--- src/rtl/jam_pkg.sv ---
// Shared types and helpers for the exhaustive job-assignment solver.
package jam_pkg;

  typedef enum logic [1:0] {
    StIdle,
    StEval,
    StCmp,
    StDone
  } state_e;

  localparam int unsigned MatchW = 16;

  function automatic int unsigned clog2(input int unsigned v);
    int unsigned r;
    r = 0;
    while ((32'd1 << r) < v) r++;
    return r;
  endfunction

  // Packed identity permutation: slot w holds w.
  function automatic logic [63:0] identity_perm(input int unsigned n, input int unsigned idx_w);
    logic [63:0] r;
    r = '0;
    for (int unsigned w = 0; w < n; w++) r = r | (64'(w) << (w * idx_w));
    return r;
  endfunction

endpackage

--- src/rtl/jam_next_perm.sv ---
// Combinational lexicographic successor of a packed permutation.
module jam_next_perm
  import jam_pkg::*;
#(
  parameter int unsigned N     = 8,
  parameter int unsigned IDX_W = 3
) (
  input  logic [N*IDX_W-1:0] perm,
  output logic [N*IDX_W-1:0] succ,
  output logic               is_last
);

  logic [IDX_W-1:0] p [N];
  logic [IDX_W-1:0] s [N];
  logic [IDX_W-1:0] q [N];
  int unsigned      piv_i;
  int unsigned      piv_j;

  always_comb begin
    for (int unsigned w = 0; w < N; w++) p[w] = perm[w*IDX_W +: IDX_W];
  end

  always_comb begin
    is_last = 1'b1;
    piv_i   = 0;
    piv_j   = 0;
    // Last ascent wins, giving the largest i with p[i] < p[i+1].
    for (int unsigned i = 0; i < N - 1; i++) begin
      if (p[i] < p[i+1]) begin
        is_last = 1'b0;
        piv_i   = i;
      end
    end
    for (int unsigned j = 0; j < N; j++) begin
      if (j > piv_i && p[j] > p[piv_i]) piv_j = j;
    end
    s        = p;
    s[piv_i] = p[piv_j];
    s[piv_j] = p[piv_i];
    q        = s;
    for (int unsigned k = 0; k < N; k++) begin
      if (k > piv_i) q[k] = s[N + piv_i - k];
    end
    succ = '0;
    for (int unsigned w = 0; w < N; w++) succ[w*IDX_W +: IDX_W] = q[w];
  end

endmodule

--- src/rtl/jam_param.sv ---
// Exhaustive N-worker/N-job assignment solver walking all N! permutations in
// lexicographic order, with optional partial-sum pruning.
module jam_param
  import jam_pkg::*;
#(
  parameter int unsigned N      = 8,
  parameter int unsigned COST_W = 7,
  localparam int unsigned IDX_W = clog2(N),
  localparam int unsigned SUM_W = COST_W + clog2(N)
) (
  input  logic                CLK,
  input  logic                RST,
  input  logic                START,
  input  logic                PRUNE,
  output logic [IDX_W-1:0]    W,
  output logic [IDX_W-1:0]    J,
  input  logic [COST_W-1:0]   Cost,
  output logic                Busy,
  output logic                Valid,
  output logic [SUM_W-1:0]    MinCost,
  output logic [MatchW-1:0]   MatchCount,
  output logic [N*IDX_W-1:0]  BestPerm
);

  localparam logic [N*IDX_W-1:0] Ident = (N*IDX_W)'(identity_perm(N, IDX_W));

  state_e               state_q, state_d;
  logic [N*IDX_W-1:0]   perm_q, perm_d;
  logic [N*IDX_W-1:0]   best_q, best_d;
  logic [SUM_W-1:0]     acc_q, acc_d;
  logic [SUM_W-1:0]     min_q, min_d;
  logic [MatchW-1:0]    cnt_q, cnt_d;
  logic [IDX_W-1:0]     k_q, k_d;
  logic                 abort_q, abort_d;
  logic                 prune_q, prune_d;

  logic [N*IDX_W-1:0]   succ;
  logic                 is_last;
  logic [SUM_W-1:0]     sum_next;

  jam_next_perm #(
    .N     (N),
    .IDX_W (IDX_W)
  ) u_next_perm (
    .perm    (perm_q),
    .succ    (succ),
    .is_last (is_last)
  );

  assign sum_next = acc_q + SUM_W'(Cost);

  always_comb begin
    state_d = state_q;
    perm_d  = perm_q;
    best_d  = best_q;
    acc_d   = acc_q;
    min_d   = min_q;
    cnt_d   = cnt_q;
    k_d     = k_q;
    abort_d = abort_q;
    prune_d = prune_q;
    W       = '0;
    J       = '0;
    Busy    = (state_q != StIdle);
    Valid   = 1'b0;

    unique case (state_q)
      StIdle: begin
        if (START) begin
          state_d = StEval;
          perm_d  = Ident;
          best_d  = Ident;
          acc_d   = '0;
          min_d   = '1;
          cnt_d   = '0;
          k_d     = '0;
          abort_d = 1'b0;
          prune_d = PRUNE;
        end
      end
      StEval: begin
        W     = k_q;
        J     = perm_q[k_q*IDX_W +: IDX_W];
        acc_d = sum_next;
        k_d   = k_q + 1'b1;
        // Partial sums only grow, so exceeding the best so far is final.
        if (prune_q && (sum_next > min_q)) begin
          abort_d = 1'b1;
          state_d = StCmp;
        end else if (k_q == IDX_W'(N - 1)) begin
          state_d = StCmp;
        end
      end
      StCmp: begin
        if (!abort_q) begin
          if (acc_q < min_q) begin
            min_d  = acc_q;
            cnt_d  = MatchW'(1);
            best_d = perm_q;
          end else if ((acc_q == min_q) && (cnt_q != '1)) begin
            cnt_d = cnt_q + 1'b1;
          end
        end
        if (is_last) begin
          state_d = StDone;
        end else begin
          perm_d  = succ;
          acc_d   = '0;
          k_d     = '0;
          abort_d = 1'b0;
          state_d = StEval;
        end
      end
      StDone: begin
        Valid   = 1'b1;
        state_d = StIdle;
      end
    endcase
  end

  always_ff @(posedge CLK or posedge RST) begin
    if (RST) begin
      state_q <= StIdle;
      perm_q  <= Ident;
      best_q  <= Ident;
      acc_q   <= '0;
      min_q   <= '1;
      cnt_q   <= '0;
      k_q     <= '0;
      abort_q <= 1'b0;
      prune_q <= 1'b0;
    end else begin
      state_q <= state_d;
      perm_q  <= perm_d;
      best_q  <= best_d;
      acc_q   <= acc_d;
      min_q   <= min_d;
      cnt_q   <= cnt_d;
      k_q     <= k_d;
      abort_q <= abort_d;
      prune_q <= prune_d;
    end
  end

  assign MinCost    = min_q;
  assign MatchCount = cnt_q;
  assign BestPerm   = best_q;

endmodule

--- config.mk ---
export PLATFORM = sky130hd
export DESIGN_NAME = jam_param
export DESIGN_NICKNAME = d
export VERILOG_FILES = /design/src/rtl/jam_pkg.sv /design/src/rtl/jam_next_perm.sv /design/src/rtl/jam_param.sv
export SDC_FILE = /design/constraint.sdc
export NUM_CORES = 1
export LEC_CHECK = 0
export CORE_ASPECT_RATIO = 1.4
export CORE_MARGIN = 1.5
export CORE_UTILIZATION = 35
export DETAILED_ROUTE_END_ITERATION = 6
export GPL_ROUTABILITY_DRIVEN = 1
export GPL_TIMING_DRIVEN = 0
export SETUP_SLACK_MARGIN = 0.3
export SLEW_MARGIN = 15
export SYNTH_ARGS = -nofsm -noshare
export SYNTH_HDL_FRONTEND = slang
export SYNTH_SLANG_ARGS = --single-unit
--- constraint.sdc ---
create_clock -name CLK -period 6.52 [get_ports CLK]
set_clock_uncertainty 0.2 [all_clocks]
set_input_delay 0.652 -clock CLK [delete_from_list [all_inputs] [get_ports CLK]]
set_output_delay 0.652 -clock CLK [all_outputs]
set_load 0.01 [all_outputs]
== Yosys cells after proc, flatten, opt, wreduce, memory -nomap -nowiden ==
Cells that the tools add are included.
Storage, ports and cells
  flip-flop bits (word level): 91
  latch bits: 0
  memory bits (writable): 0
  ROM bits: 0
  bits of input ports: 11
  output and inout port bits: 58
  logic and storage cells: 200
  memories kept: 0
Cells by class
  $add $sub $neg: 11
  multipliers: 1
  div/mod/pow operators: 0
  order comparisons: 36
  eq/ne operators: 13
  shift operators: 1
  mux-type cells: 97
  bitwise logic cells: 10
  reduce and logical (&&, ||, !) cells: 22
Operator list (number)
  >= comparator 33 x 4 -> 1 bit (second input constant): 10
  NOT 32 -> 33 bit: 8
  subtractor 32 x 3 -> 32 bit (second input constant): 4
  two-way mux 3 bit: 41
  two-way mux 24 bit: 4
  case mux 24 bit (2 select lines): 2
  binary-select mux 3 bit (select 3 bit): 10
  less-than comparator 33 x 1 -> 1 bit (second input constant): 2
  NOT 3 -> 33 bit: 2
  two-way mux 16 bit: 4
  subtractor 32 x 2 -> 32 bit (second input constant): 2
  two-way mux 10 bit: 5
  bitwise mux 24 bit: 2
  case mux 16 bit (2 select lines): 1
  subtractor 32 x 1 -> 32 bit (second input constant): 1
  case mux 10 bit (3 select lines): 1
  variable part select 24 x 6 -> 3 bit: 1
  greater-than comparator 3 bit: 7
  less-than comparator 3 bit: 7
  case mux 10 bit (2 select lines): 1
  demux 3 bit (select 3 bit): 2
  adder 16 x 1 -> 16 bit (second input constant): 1
  two-way mux 2 bit: 8
  inequality test 16 bit (second input constant): 1
  other kinds (26): 64

== Longest topological paths before layout ==
Gate-level depths: netlist (run 1).
  word-level depth: 32
  depth in mapped cells: 29
  gate-level depth less buffers: 25

== Modules after synthesis ==
A second synthesis (run 1) with hierarchy kept.
Second synthesis, totals
  cells, all modules: 1087
  area total of the unflattened synthesis: 8854.7 sq um
Modules (own cells, without submodules)
  jam_param: times used 1, cells each 505, area an instance 4932.2 sq um, sequential area each 2319.7 sq um
  jam_next_perm: times used 1, cells each 582, area an instance 3922.5 sq um, sequential area each 0.0 sq um

== Worst setup path before layout (run 1) ==
OpenSTA, ideal clock, no wires.
  path type: reg-to-reg
  from: register perm_q[19]
  to: register perm_q[10]
  library setup time: 0.089 ns
  arrival time: 6.230 ns
  data required time: 6.231 ns
  slack: 0.001 ns
  cell stages (with the launch flop): 25
  period minus slack after synthesis: 6.519 ns
  cell sequence: dfstp_2 > clkbuf_1 > inv_1 > ha_1 > nand2_1 > o21a_1 > o31ai_1 > inv_1 > o211ai_1 > o21ai_0 > o21ai_1 > clkbuf_1 > ha_1 > a2bb2oi_1 > o221ai_1 > mux2_2 > a211oi_2 > buf_4 > a21oi_2 > a221o_1 > a21o_1 > a21o_1 > or4_1 > a311oi_1 > a21oi_1
Between the ends
  word-level cells in the longest chain between the ends: 28
  elaborated cells on any way between the ends: 65
  those cells by class: add/sub: 2; order compare: 20; eq/ne: 1; mux: 29; bitwise: 3; reduce/logical: 10
RTL lines
  from (decl): line jam_param.sv:28  | logic [N*IDX_W-1:0] perm_q, perm_d;
  from (signal assigned): line jam_param.sv:124  | perm_q <= Ident;
  from (signal assigned): line jam_param.sv:134  | perm_q <= perm_d;
  less-than comparator 3 bit: line jam_next_perm.sv:29  | if (p[i] < p[i+1]) begin
  two-way mux 3 bit (2 in series): line jam_next_perm.sv:29
  NOT 3 -> 33 bit
  binary-select mux 3 bit (select 3 bit): line jam_next_perm.sv:35, jam_next_perm.sv:39
  two-way mux 3 bit (not written as such) (2 in series): line jam_next_perm.sv:35, jam_next_perm.sv:39
  greater-than comparator 3 bit: line jam_next_perm.sv:35  | if (j > piv_i && p[j] > p[piv_i]) piv_j = j;
  logical AND 1 bit: line jam_next_perm.sv:35
  two-way mux 1 bit: line jam_next_perm.sv:35
  [9 not listed]
  two-way mux 3 bit (on tied branches): line jam_next_perm.sv:39, jam_next_perm.sv:38
  demux 3 bit (select 3 bit) or bitwise mux 24 bit (tied branches): line jam_next_perm.sv:39, jam_next_perm.sv:38
  bitwise mux 24 bit: line jam_next_perm.sv:39  | s[piv_j] = p[piv_i];
  binary-select mux 3 bit (select 3 bit): line jam_next_perm.sv:42  | if (k > piv_i) q[k] = s[N + piv_i - k];
  two-way mux 3 bit (not written as such) (2 in series): line jam_next_perm.sv:42
  two-way mux 3 bit: line jam_next_perm.sv:42
  two-way mux 24 bit: line jam_param.sv:104  | if (is_last) begin
  case mux 24 bit (2 select lines): line jam_param.sv:67  | unique case (state_q)
Several ways; a longest one is shown, not always the timed one. The select of a mux whose other input is x is not followed.
A chain may end at the register's enable or synchronous reset.

== Final worst setup path (run 1) ==
  from: register perm_q[20]
  to: register perm_q[19]
The elaborated chain is that of the path after synthesis.

==> results of run 1 <==
==> synth_stat cells, types with 10 or more instances <==
master    instances
clkbuf_1         46
a31oi_1          24
nor2_1           81
nor3_1           16
xor2_1           14
a21oi_1          70
o211ai_1         20
inv_1            55
nand4_1          12
mux2i_1          22
dfrtp_1          57
a211oi_1         13
nand2_1          99
dfstp_2          34
mux4_2           10
a22o_1           14
nand3_1          23
o31ai_1          20
o21ai_0          76
o21a_1           13
ha_1             66
==> kinds of logic (layout without fill, tap and decap cells) <==
family,after synthesis,count (layout),synth area share
mux,43,43,0.0710
flops,91,91,0.278
buf+inv,116,254,0.0566
compound gates,363,363,0.300
xor+xnor,21,21,0.0220
simple gates,294,294,0.172
fa+ha+maj,67,67,0.101
==> worst min-delay path, stage by stage, from the launching register on <==
cell	delay (ps)
dfrtp_1	340
nand2_1	50
o31ai_1	60
==> area by class of cell <==
type	count	area, sq um
Timing Repair Buffer	122	1110
Clock inverter	6	62.6
Sequential cell	91	2320
Multi-Input combinational cell	788	5990
Clock buffer	10	239
Buffer	58	358
Tap cell	306	383
Inverter	58	253
Fill cell	2304	12600
==> through the flow <==
step           area (sq um)  setup TNS [ps]  worst slack [ps]   util  std cells
2_1_floorplan          8370               0               350      -        995
3_3_place_gp           9440          -40960             -2380  0.404       1369
3_5_place_dp           9480          -39340             -2260  0.406       1371
4_1_cts               10400               0               300  0.444       1421
5_1_grt               10700               0               143  0.459       1439
6_report              10700               0               231  0.459       1439
==> layout by cell type (no fill, tap or decap), types with 9 or more instances in the layout <==
| cell | instances |
|---|---|
| nand2_1 | 98 |
| nor2_1 | 77 |
| o21ai_0 | 71 |
| clkdlybuf4s50_1 | 68 |
| ha_1 | 62 |
| a21oi_1 | 61 |
| buf_4 | 56 |
| dfrtp_1 | 54 |
| inv_1 | 45 |
| dfstp_2 | 34 |
| clkbuf_1 | 34 |
| a31oi_1 | 23 |
| mux2i_1 | 22 |
| nand3_1 | 21 |
| o211ai_1 | 20 |
| nor3_1 | 15 |
| a22o_1 | 14 |
| xor2_1 | 14 |
| o31ai_1 | 14 |
| nand4_1 | 12 |
| a21oi_2 | 10 |
| clkbuf_16 | 10 |
| mux4_2 | 10 |
| buf_6 | 9 |
| and2_1 | 9 |
| o21a_1 | 9 |
| and3_1 | 9 |
==> per-layer routing <==
layer	vias up	share of wire	GRT usage
met3	165	0.065	0.0411
met5	-	0	0
li1	3975	-	-
met4	0	0.085	0.220
met1	4294	0.36	0.305
met2	446	0.49	0.495
==> state kept, by name, indices dropped and copies added, names as in the netlist <==
register and count:
acc_q 10, perm_q 24, state_q 2, k_q 3, MinCost 10, abort_q 1
BestPerm 24, MatchCount 16, prune_q 1
==> timing repair <==
action / CTS / global route
pin swaps: 16 / 21
buffers inserted: 34 / 18
gates resized for setup: 91 / 53
hold endpoints to repair: 0 / 0
setup endpoints to repair: 24 / 21
==> worst max-delay path by stage <==
stage,from,endpoint,slack (ps)
6_report,perm_q[20]$_DFFE_PP1P_,perm_q[19]$_DFFE_PP1P_,230
5_1_grt,perm_q[13]$_DFFE_PP0P_,perm_q[19]$_DFFE_PP1P_,140
4_1_cts,perm_q[19]$_DFFE_PP1P_,perm_q[8]$_DFFE_PP0P_,300
3_5_place_dp,perm_q[19]$_DFFE_PP1P_,perm_q[4]$_DFFE_PP0P_,-2260
3_3_place_gp,perm_q[19]$_DFFE_PP1P_,perm_q[4]$_DFFE_PP0P_,-2380
2_1_floorplan,perm_q[19]$_DFFE_PP1P_,perm_q[10]$_DFFE_PP1P_,350
==> flow_summary_export.csv, run 1 <==
group,metric,value,unit
outcome,status,"finished clean",
detailed_routing,drc_errors,0,
clocking,cts_root_buf,"clkbuf_16",
timing,whs,281,ps
setup_path,arrival,6380,ps
yosys,synthArstFlopShare,1.00,
clocking,cts_tree,"built",
setup_path,slowest_stage,"dfstp_2",
worst_hold_path,worst_hold_path_type,"flip-flop to flip-flop",
clocking,clock_path_buffers,2,
clocking,cts_buffers,9,
timing,rsz0062_at_grt,"true",
floorplan,start_util,0.358,
layout,insertedDiodeCount,0,
timing,finalCritPeriodShare,0.965,
setup_path,worst-path-buf-inv,6,
clocking,path_clk_slew,70,ps
detailed_routing,drtIter0Drc,831,
worst_hold_path,hp-start,"BestPerm[11]$_DFFE_PP0P_",
detailed_routing,avgViaCountPerCell,6.17,
yosys,synth.distinct_cells,94,
grt,grt_pass1_vias,8712,
timing,fmax,0.159,GHz
setup_path,r2r_end,"perm_q[19]$_DFFE_PP1P_",
timing,setup_viol,0,
grt,grt_overflow_total,0,
detailed_routing,finalWirelength,34900,microns
yosys,synth-seq-cells,91,
timing,period_minus_slack,6290,ps
placed_design,finalWeightedCongestion,1.02,
clocking,postCtsHoldBufs,0,
setup_path,crit_required,6610,ps
timing,worst-slew-pin-transition,972,ps
grt,grt_antenna_before_repair,0,
layout,drive_above_1_share,0.222,
yosys,yosysSeqAreaShare,0.278,
yosys,synth-edff-count,0,
yosys,avgSynthCellArea,8.40,sq um
clocking,h-tree-depth,3,
detailed_routing,final_antenna_net_count,0,
run,max-cap-violations,0,
grt,grt_use_total,0.282,
setup_path,path_max_fanout,10,
clocking,clk_latency,380,ps
floorplan,num_rows,66,
floorplan,dieArea,24800,sq um
worst_hold_path,holdPathEnd,"BestPerm[11]$_DFFE_PP0P_",
yosys,yosysWarnings,0,
yosys,synth.largest_area_cell,"dfrtp_1",
floorplan,pin_count,69,
grt,grt_pass1_wl,51900,microns
timing,maxSlewViolCount,0,
yosys,synth_area_leaders,"dfrtp_1 17%, dfstp_2 11%, ha_1 9.9%",
yosys,synth_nets,1073,
timing,final_hold_viol_count,0,
setup_path,rrSetupSlack,230,ps
floorplan,die_h,186,microns
placed_design,dp_hpwl,25700,microns
layout,nets,1206,
setup_path,crit_type,"flip-flop to flip-flop",
setup_path,r2r_cells,26,
timing,relSlewSlack,0.350,
grt,grt_max_degree,57,
yosys,synth_area,8360,sq um
setup_path,slowest_delay,650,ps
floorplan,die_w,134,microns
worst_hold_path,min_path_cells,2,
placed_design,io_buffers,68,
yosys,synth_top_area_frac,0.171,
setup_path,endpoint_kind,"flip-flop",
setup_path,reg2reg_from,"perm_q[20]$_DFFE_PP1P_",
setup_path,start_kind,"flip-flop",
setup_path,cp.depth,26,
yosys,yosys_most_used_dff,"dfrtp_1",
detailed_routing,dr.pass1.iters,6,
detailed_routing,vias,8880,
setup_path,path_delay_family,"compound AO/OA/AOI/OAI gates",
layout,areaGrowthSynthToFinish,28.3,%
detailed_routing,wl_per_cell,24.2,microns
yosys,synthCells,995,
floorplan,core_area,23400,sq um
clocking,clkSinkCount,91,
setup_path,crit_top_cell,"buf_6",
Power of run 1 is not shown: default switching activity piles up to over one toggle a cycle in this logic, so the estimate is an artifact.
==> run 2, diff against run 1 <==
Settings changed: CORE_MARGIN 1.5 to unset.
==> flow_summary_export.csv, run 2 (synthesis results as in run 1) <==
group,metric,value,unit
timing,whs,287,ps
placed_design,dp_hpwl,25800,microns
setup_path,slowest_delay,580,ps
grt,grt_overflow_total,0,
detailed_routing,final_antenna_net_count,0,
floorplan,dieArea,24500,sq um
grt,grt_antenna_before_repair,1,
grt,grt_max_degree,59,
grt,grt_pass1_vias,9022,
grt,grt_use_total,0.297,
floorplan,num_rows,66,
timing,setup_viol,0,
setup_path,crit_type,"flip-flop to flip-flop",
layout,final_common_cell,"nand2_1",
detailed_routing,finalWirelength,36600,microns
floorplan,die_h,185,microns
clocking,postCtsHoldBufs,0,
detailed_routing,drtIter0Drc,859,
clocking,path_clk_slew,90,ps
floorplan,core_area,23400,sq um
timing,fmax,0.159,GHz
placed_design,place_area,9480,sq um
setup_path,path_max_fanout,10,
timing,worst-slew-pin-transition,1040,ps
floorplan,die_w,133,microns
worst_hold_path,worst_hold_path_type,"flip-flop to flip-flop",
detailed_routing,vias,9045,
setup_path,crit_required,6590,ps
clocking,clk_latency,380,ps
floorplan,pin_count,69,
timing,final_hold_viol_count,0,
layout,final_core_util,0.478,
setup_path,arrival,6350,ps
clocking,clock_path_buffers,2,
clocking,clkSinkCount,91,
placed_design,io_buffers,68,
detailed_routing,drc_errors,0,
outcome,status,"finished clean",
layout,final_design_area_no_fill,11200,sq um
detailed_routing,dr.pass1.iters,5,
layout,areaGrowthSynthToFinish,33.7,%
setup_path,crit_top_cell,"buf_6",
run,max-cap-violations,0,
setup_path,start_kind,"flip-flop",
timing,maxSlewViolCount,0,
clocking,h-tree-depth,3,
layout,nets,1239,
layout,drive_above_1_share,0.261,
clocking,cts_buffers,9,
layout,fill_cells,2248,
layout,layout_common_cells,"97 x nand2_1, 83 x buf_4, 75 x nor2_1, 69 x o21ai_0, 68 x clkdlybuf4s50_1",
floorplan,start_util,0.358,
timing,relSlewSlack,0.301,
grt,grt_pass1_wl,53700,microns
setup_path,endpoint_kind,"flip-flop",
detailed_routing,wl_per_cell,24.8,microns
placed_design,finalWeightedCongestion,0.976,
timing,rsz0062_at_grt,"true",
setup_path,slowest_stage,"dfstp_2",
clocking,cts_tree,"built",
timing,finalCritPeriodShare,0.962,
timing,period_minus_slack,6270,ps
detailed_routing,avgViaCountPerCell,6.14,
clocking,cts_root_buf,"clkbuf_16",
[run 2: per-layer routing]
layer	GRT usage	vias up	wire length, microns
li1	-	4040	-
met1	0.311	4274	12700
met2	0.516	522	17700
met3	0.0608	209	2880
met4	0.245	0	3280
met5	0	-	0
[run 2: critical path, delay by kind of cell (launching register included)]
kind | cells | cell delay, ps
adders and majority gates | 2 | 620
and+or+nand+nor | 6 | 670
AOI/OAI and AO/OA | 12 | 2870
buffers and inverters | 8 | 1200
DFF | 1 | 580
[run 2: final cells by class]
class | instances | area, sq um | area share
plain buffers | 58 | 363 | 0.0325
inverters | 58 | 258 | 0.0231
clock inverters | 4 | 32.5 | 0.00291
flip-flops and latches | 91 | 2320 | 0.208
diodes | 2 | 5.00 | 0.000448
multi-input cells | 788 | 6130 | 0.549
clock buffers | 12 | 267 | 0.0239
repair buffers | 155 | 1400 | 0.126
well taps | 306 | 383 | 0.0343
[run 2: final timing paths]
kind | cells past startpoint | slack [ps] | to | start
max | 28 | 250 | perm_q[18]$_DFFE_PP0P_ | perm_q[19]$_DFFE_PP1P_
min | 2 | 290 | BestPerm[1]$_DFFE_PP0P_ | BestPerm[1]$_DFFE_PP0P_
max reg2reg | 28 | 250 | perm_q[18]$_DFFE_PP0P_ | perm_q[19]$_DFFE_PP1P_
min reg2reg | 2 | 290 | BestPerm[1]$_DFFE_PP0P_ | BestPerm[1]$_DFFE_PP0P_
max in group asynchronous | 3 | 4930 | perm_q[3]$_DFFE_PP1P_ | RST
min in group asynchronous | 2 | 450 | BestPerm[12]$_DFFE_PP0P_ | RST
[run 2: through the flow]
stage / instances / setup TNS (ps) / worst slack, ps
2_1_floorplan: 995 / 0 / 350
3_3_place_gp: 1369 / -41430 / -2270
3_5_place_dp: 1371 / -39610 / -2190
4_1_cts: 1429 / 0 / 300
5_1_grt: 1473 / 0 / 85.8
6_report: 1474 / 0 / 247
[run 2: repair_timing]
item,4_1_cts,5_1_grt
gates resized for setup,105,73
gates cloned,1,2
hold endpoints to repair,0,0
setup buffers,41,41
setup endpoints to repair,24,21
pin swaps,28,36
Power of run 2 is left out for the same reason.
==> run 3, diff against run 2 <==
Settings changed: CORE_MARGIN set to 5, GPL_TIMING_DRIVEN 0 to unset.
==> flow_summary_export.csv, run 3 (synthesis results as in run 1) <==
group,metric,value,unit
grt,grt_pass1_wl,51700,microns
placed_design,io_buffers,68,
detailed_routing,dr.pass1.iters,7,
layout,layout_common_cells,"109 x buf_4, 97 x nand2_1, 78 x nor2_1, 71 x o21ai_0, 68 x clkdlybuf4s50_1",
floorplan,die_h,193,microns
run,max-cap-violations,0,
worst_hold_path,hp-start,"BestPerm[8]$_DFFE_PP0P_",
detailed_routing,final_antenna_net_count,0,
setup_path,slowest_delay,560,ps
floorplan,core_area,23700,sq um
layout,insertedDiodeCount,0,
timing,finalCritPeriodShare,0.933,
timing,worst-slew-pin-transition,1160,ps
layout,drive_above_1_share,0.243,
floorplan,num_rows,67,
detailed_routing,drc_errors,0,
setup_path,crit_type,"flip-flop to flip-flop",
worst_hold_path,holdPathEnd,"BestPerm[8]$_DFFE_PP0P_",
timing,period_minus_slack,6080,ps
clocking,path_clk_slew,70,ps
floorplan,die_w,141,microns
layout,final_common_cell,"buf_4",
detailed_routing,drt-met1-wl,13100,microns
detailed_routing,avgViaCountPerCell,6.09,
grt,grt_antenna_before_repair,0,
setup_path,rrSetupSlack,440,ps
timing,setup_viol,0,
clocking,h-tree-depth,3,
setup_path,start_kind,"flip-flop",
clocking,clkSinkCount,91,
clocking,clk_latency,370,ps
setup_path,reg2reg_from,"perm_q[20]$_DFFE_PP1P_",
detailed_routing,dr_wl_met2,16500,microns
timing,tns,0,ps
setup_path,crit_top_cell,"buf_4",
detailed_routing,wl_per_cell,24.5,microns
grt,grt_pass1_vias,8487,
placed_design,finalWeightedCongestion,1.03,
detailed_routing,drtIter0Drc,848,
setup_path,arrival,6160,ps
clocking,cts_buffers,9,
timing,relSlewSlack,0.217,
setup_path,path_max_fanout,8,
layout,nets,1211,
floorplan,start_util,0.352,
timing,maxSlewViolCount,0,
clocking,cts_root_buf,"clkbuf_16",
timing,final_hold_viol_count,0,
grt,grt_use_total,0.254,
clocking,cts_tree,"built",
clocking,clock_path_buffers,2,
placed_design,dp_hpwl,26800,microns
timing,rsz0062_at_grt,"false",
layout,areaGrowthSynthToFinish,28.6,%
setup_path,startpoint,"perm_q[20]$_DFFE_PP1P_",
worst_hold_path,min_path_cells,2,
setup_path,worst-path-buf-inv,7,
setup_path,r2r_cells,27,
detailed_routing,finalWirelength,35500,microns
setup_path,path_delay_family,"compound AO/OA/AOI/OAI gates",
setup_path,crit_required,6600,ps
floorplan,dieArea,27100,sq um
timing,fmax,0.164,GHz
detailed_routing,vias,8818,
setup_path,slowest_stage,"dfstp_2",
setup_path,r2r_end,"perm_q[17]$_DFFE_PP1P_",
layout,fill_cells,2334,
floorplan,pin_count,69,
setup_path,endpoint_kind,"flip-flop",
worst_hold_path,worst_hold_path_type,"flip-flop to flip-flop",
detailed_routing,wl_met3,2420,microns
outcome,status,"finished clean",
grt,grt_max_degree,75,
detailed_routing,highest_layer,"met4",
grt,grt_overflow_total,0,
[run 3: worst max path at each step]
stage / end / slack [ps] / depth (start not counted)
3_3_place_gp: perm_q[19]$_DFFE_PP1P_ / 180 / 26
3_5_place_dp: perm_q[4]$_DFFE_PP0P_ / 70 / 23
4_1_cts: perm_q[18]$_DFFE_PP0P_ / 330 / 29
5_1_grt: perm_q[17]$_DFFE_PP1P_ / 230 / 26
2_1_floorplan: perm_q[10]$_DFFE_PP1P_ / 350 / 27
6_report: perm_q[17]$_DFFE_PP1P_ / 440 / 27
[run 3: routing by layer]
metal | global-route usage | vias to the layer above
met2 | 0.424 | 447
met3 | 0.0407 | 173
met5 | 0 | -
li1 | - | 3997
met4 | 0.195 | 0
met1 | 0.288 | 4201
[run 3: per-stage QoR]
step | util | setup slack [ps] | hold WS (ps) | instances | instance area (sq um)
final | 0.453 | 439 | 279 | 1448 | 10700
after global routing | 0.453 | 228 | 316 | 1448 | 10700
after CTS | 0.433 | 327 | 284 | 1424 | 10300
after detailed placement | 0.416 | 70.7 | 267 | 1401 | 9870
after global placement | 0.416 | 183 | 261 | 1401 | 9870
after floorplan | - | 350 | 262 | 995 | 8370
[run 3: tightest hold or removal path: stages (launching register included)]
cell	delay, ps
dfrtp_1	340
nand2_1	50
o31ai_1	50
[run 3: timing repair]
item,in CTS,in global routing
buffers inserted,7,23
gates resized for setup,10,64
cloned,0,1
hold buffers,0,0
pin swaps,5,24
setup endpoints to repair,10,22
[run 3: area by class of cell]
| type | count | area [sq um] | area share |
|---|---|---|---|
| well taps | 310 | 388 | 0.0361 |
| multi-input cells | 789 | 5910 | 0.549 |
| inverters | 58 | 229 | 0.0213 |
| clock inverters | 5 | 60.1 | 0.00559 |
| clock buffers | 11 | 253 | 0.0235 |
| flip-flops and latches | 91 | 2320 | 0.216 |
| repair buffers | 184 | 1590 | 0.148 |
Power of run 3 is left out for the same reason.
